**src/rtl/dpbram_fifo_pkg.sv**
```systemverilog
// Shared types and width helpers for the dual-port-BRAM FIFO controller.
// Width helpers take the instance's ADDR_WIDTH because it is a module parameter.
package dpbram_fifo_pkg;

  localparam int BUF_DEPTH = 2;

  // Output buffer occupancy; the encoding equals the number of held words.
  typedef enum logic [1:0] {
    BUF_EMPTY = 2'd0,
    BUF_ONE   = 2'd1,
    BUF_TWO   = 2'd2
  } buf_state_t;

  function automatic int ptr_width(input int addr_width);
    return addr_width + 1;
  endfunction

  function automatic int lvl_width(input int addr_width);
    return addr_width + 2;
  endfunction

  function automatic logic [1:0] buf_count(input buf_state_t s);
    return 2'(s);
  endfunction

endpackage

```
**src/rtl/dpbram_fifo_outbuf.sv**
```systemverilog
// Two-entry capture/skid buffer that absorbs the BRAM's one-cycle read latency.
// The head register drives m_data; state is exported so the parent can see occupancy.
module dpbram_fifo_outbuf
  import dpbram_fifo_pkg::*;
#(
  parameter int DATA_WIDTH = 32
) (
  input  logic                  clk,
  input  logic                  rst_n,
  input  logic                  flush,
  input  logic                  fill,
  input  logic [DATA_WIDTH-1:0] fill_data,
  output logic                  m_valid,
  input  logic                  m_ready,
  output logic [DATA_WIDTH-1:0] m_data,
  output buf_state_t            state
);

  buf_state_t            state_next;
  logic                  pop;
  logic                  load_head;
  logic                  load_skid;
  logic                  shift;
  logic [DATA_WIDTH-1:0] head_q;
  logic [DATA_WIDTH-1:0] skid_q;

  assign m_valid = (state != BUF_EMPTY);
  assign m_data  = head_q;
  assign pop     = m_valid & m_ready;

  always_ff @(posedge clk or negedge rst_n) begin
    if (!rst_n) begin
      state <= BUF_EMPTY;
    end else begin
      state <= state_next;
    end
  end

  // The parent never issues a fetch that could land while both entries are
  // held, so a fill only arrives in EMPTY or ONE.
  always_comb begin
    state_next = state;
    load_head  = 1'b0;
    load_skid  = 1'b0;
    shift      = 1'b0;
    if (flush) begin
      state_next = BUF_EMPTY;
    end else begin
      case (state)
        BUF_EMPTY: begin
          if (fill) begin
            load_head  = 1'b1;
            state_next = BUF_ONE;
          end
        end
        BUF_ONE: begin
          case ({fill, pop})
            2'b10: begin
              load_skid  = 1'b1;
              state_next = BUF_TWO;
            end
            2'b11: load_head = 1'b1;
            2'b01: state_next = BUF_EMPTY;
            default: ;
          endcase
        end
        BUF_TWO: begin
          if (pop) begin
            shift      = 1'b1;
            state_next = BUF_ONE;
          end
        end
        default: state_next = BUF_EMPTY;
      endcase
    end
  end

  always_ff @(posedge clk or negedge rst_n) begin
    if (!rst_n) begin
      head_q <= '0;
      skid_q <= '0;
    end else begin
      if (load_head) begin
        head_q <= fill_data;
      end else if (shift) begin
        head_q <= skid_q;
      end
      if (load_skid) begin
        skid_q <= fill_data;
      end
    end
  end

endmodule

```
**src/rtl/dpbram_fifo_ctrl.sv**
```systemverilog
// First-word-fall-through FIFO sequencer around an external simple dual-port BRAM
// (write port A, registered read port B with one cycle of latency).
module dpbram_fifo_ctrl
  import dpbram_fifo_pkg::*;
#(
  parameter int DATA_WIDTH = 32,
  parameter int ADDR_WIDTH = 10,
  parameter int MEM_DEPTH  = 1 << ADDR_WIDTH
) (
  input  logic                              i_clk,
  input  logic                              i_rst_n,
  input  logic                              i_flush,
  input  logic                              i_s_valid,
  output logic                              o_s_ready,
  input  logic [DATA_WIDTH-1:0]             i_s_data,
  output logic                              o_m_valid,
  input  logic                              i_m_ready,
  output logic [DATA_WIDTH-1:0]             o_m_data,
  output logic [lvl_width(ADDR_WIDTH)-1:0]  o_level,
  output logic                              o_ram_enA,
  output logic                              o_ram_weA,
  output logic [ADDR_WIDTH-1:0]             o_ram_addrA,
  output logic [DATA_WIDTH-1:0]             o_ram_dinA,
  output logic                              o_ram_enB,
  output logic [ADDR_WIDTH-1:0]             o_ram_addrB,
  input  logic [DATA_WIDTH-1:0]             i_ram_doutB
);

  localparam int PTR_W = ptr_width(ADDR_WIDTH);
  localparam int LVL_W = lvl_width(ADDR_WIDTH);

  // Handshakes: a word moves on a rising edge where valid & ready are both high;
  // valid and data hold until accepted, and i_flush cancels any transfer that cycle.

  logic [PTR_W-1:0] wr_ptr;
  logic [PTR_W-1:0] rd_ptr;
  logic [PTR_W-1:0] ram_count;
  logic             ram_full;
  logic             rd_pend;
  logic             rst_done;
  logic             push;
  logic             pop;
  logic             fetch;
  buf_state_t       buf_state;
  logic [1:0]       n_buf;
  logic [2:0]       buf_demand;
  logic [LVL_W-1:0] level_q;
  logic [LVL_W-1:0] level_next;

  assign ram_count = wr_ptr - rd_ptr;
  assign ram_full  = (ram_count == PTR_W'(MEM_DEPTH));
  assign n_buf     = buf_count(buf_state);

  assign o_s_ready = rst_done & ~ram_full;
  assign push      = i_s_valid & o_s_ready & ~i_flush;
  assign pop       = o_m_valid & i_m_ready;

  // Words the buffer must hold after this edge if nothing new is fetched;
  // a fetch is only issued when its return is guaranteed a free entry.
  assign buf_demand = {1'b0, n_buf} + {2'b00, rd_pend} - {2'b00, pop};
  assign fetch      = (ram_count != '0) & (buf_demand < 3'(BUF_DEPTH)) & ~i_flush;

  assign o_ram_enA   = push;
  assign o_ram_weA   = push;
  assign o_ram_addrA = wr_ptr[ADDR_WIDTH-1:0];
  assign o_ram_dinA  = i_s_data;
  assign o_ram_enB   = fetch;
  assign o_ram_addrB = rd_ptr[ADDR_WIDTH-1:0];

  // A fetch moves a word from RAM to in-flight without changing the total.
  assign level_next = LVL_W'(ram_count) + LVL_W'(n_buf) + LVL_W'(rd_pend)
                    + LVL_W'(push) - LVL_W'(pop);
  assign o_level    = level_q;

  always_ff @(posedge i_clk or negedge i_rst_n) begin
    if (!i_rst_n) begin
      wr_ptr   <= '0;
      rd_ptr   <= '0;
      rd_pend  <= 1'b0;
      rst_done <= 1'b0;
      level_q  <= '0;
    end else begin
      rst_done <= 1'b1;
      if (i_flush) begin
        wr_ptr  <= '0;
        rd_ptr  <= '0;
        rd_pend <= 1'b0;
        level_q <= '0;
      end else begin
        if (push) begin
          wr_ptr <= wr_ptr + PTR_W'(1);
        end
        if (fetch) begin
          rd_ptr <= rd_ptr + PTR_W'(1);
        end
        rd_pend <= fetch;
        level_q <= level_next;
      end
    end
  end

  dpbram_fifo_outbuf #(
    .DATA_WIDTH(DATA_WIDTH)
  ) u_outbuf (
    .clk      (i_clk),
    .rst_n    (i_rst_n),
    .flush    (i_flush),
    .fill     (rd_pend),
    .fill_data(i_ram_doutB),
    .m_valid  (o_m_valid),
    .m_ready  (i_m_ready),
    .m_data   (o_m_data),
    .state    (buf_state)
  );

endmodule

```
**config.mk**
```make
export PLATFORM = sky130hd
export DESIGN_NAME = dpbram_fifo_ctrl
export DESIGN_NICKNAME = d
export VERILOG_FILES = /design/src/rtl/dpbram_fifo_pkg.sv /design/src/rtl/dpbram_fifo_outbuf.sv /design/src/rtl/dpbram_fifo_ctrl.sv
export SDC_FILE = /design/constraint.sdc
export NUM_CORES = 1
export LEC_CHECK = 0
export BUFFER_PORTS_ARGS = -buffer_cell sky130_fd_sc_hd__buf_4
export CORE_ASPECT_RATIO = 0.5
export CORE_MARGIN = 5
export CORE_UTILIZATION = 53
export CTS_CLUSTER_SIZE = 28
export DETAILED_ROUTE_END_ITERATION = 10
export PLACE_DENSITY_LB_ADDON = 0.1
export SETUP_SLACK_MARGIN = 0.5
export SLEW_MARGIN = 10
export SYNTH_ARGS = -nofsm -noshare
export SYNTH_HDL_FRONTEND = slang
export SYNTH_SLANG_ARGS = --single-unit
```
**constraint.sdc**
```tcl
create_clock -name i_clk -period 5.5 [get_ports i_clk]
set_input_delay 1.1 -clock i_clk [delete_from_list [all_inputs] [get_ports i_clk]]
set_output_delay 1.1 -clock i_clk [all_outputs]
set_load 0.02 [all_outputs]
```
==> flow_summary.toml <==
[power]
total_power_mw = 4.53
net-switching-power_mw = 1.90
power_frac_comb_pct = 60.7
p_sw_share_pct = 42.0
seqPwrFrac_pct = 25.9
powerDensity_mw_per_mm2 = 627
p_int_mw = 2.63
vdd_drop_max_mv = 0.546
p_leak_nw = 3.37
clockPowerShare_pct = 13.4

[synth]
synthTopCellsByArea = "dfrtp_1 (42%), ha_1 (8.3%), buf_4 (6.6%), mux2i_1 (5.6%), mux2_2 (5.4%)"
ys_ff_latch = 102
seq_area_frac_synth_pct = 42.3
async_reset_ff_share_pct = 100
synth.distinct_cells = 46
syn_nets = 708
synth_area_sq_mm = 0.00604
synth_edf_count = 0
yosys_warnings = 0
yosys.area.top_type_share_pct = 42.3
ys.flop_type = "dfrtp_1"
synth_area_leader_cell = "dfrtp_1"
synth_cells = 595
synth.avg_cell_area_sq_um = 10.1

[final_layout]
diodes = 0
multiInputGateArea_sq_mm = 0.00308
fill_cells = 895
synthToLayoutAreaGrowth_pct = 19.7
final_area_sq_mm = 0.00723
post-route-util_pct = 65.2
register_area_sq_mm = 0.00256
final_nets = 782
drive_above_1_share_pct = 33.3

[clock_network]
cts.path.max_buffers = 2
insertion_delay_ns = 0.35
holdBufCountCts = 0
root_buffer = "clkbuf_16"
cts_max_level = 3
cts-buffers-inserted = 9
cts_tree = "built"
clock-sinks = 102
path_clk_slew_ns = 0.07

[route]
vias = 4343
wl_per_cell_um = 16.5
initialDrtViolationCount = 243
drc_errors = 0
first_pass_iters = 4
wl_um = 13500
ant_nets = 0
via_per_inst = 5.31

[sta]
fin_tns_setup_ns = 0
drv_slew = 0
worst_slack_ns = 0.622
hold_viol_final = 0
fin_worst_skew_ns = 0.00813
clock.fmax_mhz = 205
fin_crit_sh_pct = 88.7
rsz0062_at_grt = "yes"
setup_viol = 0
tightest_slew_ns = 1.15
period_needed_ns = 4.88
slew_headroom_pct = 23.2

[placed_design]
dpl_cell_area_sq_mm = 0.00660
gp_congestion = 0.865
dp_hpwl_um = 9110
post-place-ws_ns = 0.0516
portBuffers = 105

[global_routing]
antenna_found_initial = 0
grt_max_degree = 65
overflow = 0
gr-usage-all-layers_pct = 19.4
grt_pass1_wl_um = 21800
grt_pass1_vias = 4287

[critical_path]
path_max_fanout = 7
path_class = "flop to output port"
start_kind = "flop"
worst-endpoint-required_ns = 4.40
cp.arrival_ns = 3.78
r2r_cells = 26
endpoint_kind = "output port"

[floorplan]
io_pins = 170
initial_core_util_pct = 54.5
die_w_um = 161
die_y_um = 85.5
num_rows = 27
die-area_sq_mm = 0.0138
coreArea_sq_mm = 0.0111

[worst_hold_path]
hold_path_class = "flop to flop"
min_path_cells = 1

[run_status]
status = "completed"

[job]
cap_viol_max_count = 0
-- placed cells by master (no fill, tap or decap), types with 10 or more instances in the layout --
cell / synthesis / final
buf_4: 53 / 133
dfrtp_1: 102 / 97
nor2_1: 73 / 68
a21oi_1: 52 / 49
mux2i_1: 34 / 34
ha_1: 40 / 33
inv_1: 34 / 32
mux2_2: 29 / 29
xor2_1: 19 / 19
nand2_1: 16 / 15
xnor2_1: 12 / 10
nand3_1: 11 / 10
-- routing by layer --
metal,track usage [%],vias to the layer above,share of wire [%]
met4,4.72,0,1.5
li1,-,2126,-
met5,0,-,0
met3,5.34,38,5.3
met2,30.9,99,45
met1,26.7,2080,48
-- worst paths after layout --
| check | startpoint | endpoint | slack, ns |
|---|---|---|---|
| max | wr_ptr[0] | o_ram_enB | 0.62 |
| min | u_outbuf.skid_q[9] | u_outbuf.skid_q[9] | 0.51 |
| max reg2reg | wr_ptr[0] | o_level[10] | 0.62 |
| min reg2reg | u_outbuf.skid_q[9] | u_outbuf.skid_q[9] | 0.51 |
| max in group asynchronous | i_rst_n | u_outbuf.m_data[20] | 3.57 |
| min in group asynchronous | i_rst_n | u_outbuf.m_data[27] | 0.79 |
-- logic make-up after synthesis --
group | synth area share [%]
AOI/OAI and AO/OA | 9.14
xor gates and xnor gates | 4.50
adders and majority gates | 9.61
buffers and inverters | 9.88
DFF | 42.3
muxes | 12.5
other | 0.0621
and+or+nand+nor | 12.0
-- cell type report --
cell class              instances  share of cell area (%)
clock inverters                 6                   0.744
clock buffers                   9                    3.12
repair buffers                133                    13.8
multi-input cells             388                    42.6
well taps                     145                    2.51
inverters                      35                    1.82
flip-flops and latches        102                    35.4
-- power groups by stage --
stage	Clock (mW)	Sequential (mW)	Combinational, mW
2_1_floorplan	0	1.35	1.67
3_3_place_gp	0	1.18	2.44
3_5_place_dp	0	1.19	2.47
4_1_cts	0.625	1.17	2.58
5_1_grt	0.661	1.21	3.05
6_report	0.608	1.17	2.75
-- state kept, by name (all words and copies together), names as in the netlist --
name / flops
rst_done: 1
o_level: 12
wr_ptr: 11
u_outbuf.state: 2
rd_pend: 1
rd_ptr: 11
u_outbuf.m_data: 32
u_outbuf.skid_q: 32
-- cell usage after synthesis, drive strengths merged (11+ instances only) --
cell type	n
nor2	73
mux2	33
ha	40
xor2	19
nand3	11
inv	35
dfrtp	102
nand2	18
buf	61
o21ai	12
a21oi	54
xnor2	12
mux2i	36
-- worst max-delay path, stage by stage, from the launching register on --
cell	delay (ns)
dfrtp_1	0.42
inv_2	0.10
ha_4	0.14
fa_2	0.23
nor2b_4	0.05
o31a_1	0.28
o21ai_1	0.16
nand2b_1	0.10
buf_4	0.14
buf_4	0.14
xnor2_4	0.13
ha_1	0.22
and4_4	0.19
nand3_4	0.13
nor2_2	0.08
a21oi_2	0.38
nand2_4	0.14
nor2_1	0.21
buf_4	0.19
-- timing repair --
action,4_1_cts,5_1_grt
pin swaps,7,25
buffers inserted,9,15
resized for setup,15,24
setup endpoints to repair,8,6
-- metrics by stage --
step | instances | hold WS [ns]
floorplan | 595 | 0.464
global placement | 779 | 0.477
detailed placement | 779 | 0.488
CTS | 803 | 0.512
global route | 818 | 0.524
finish | 818 | 0.508
Power figures use the tool's default switching activity.
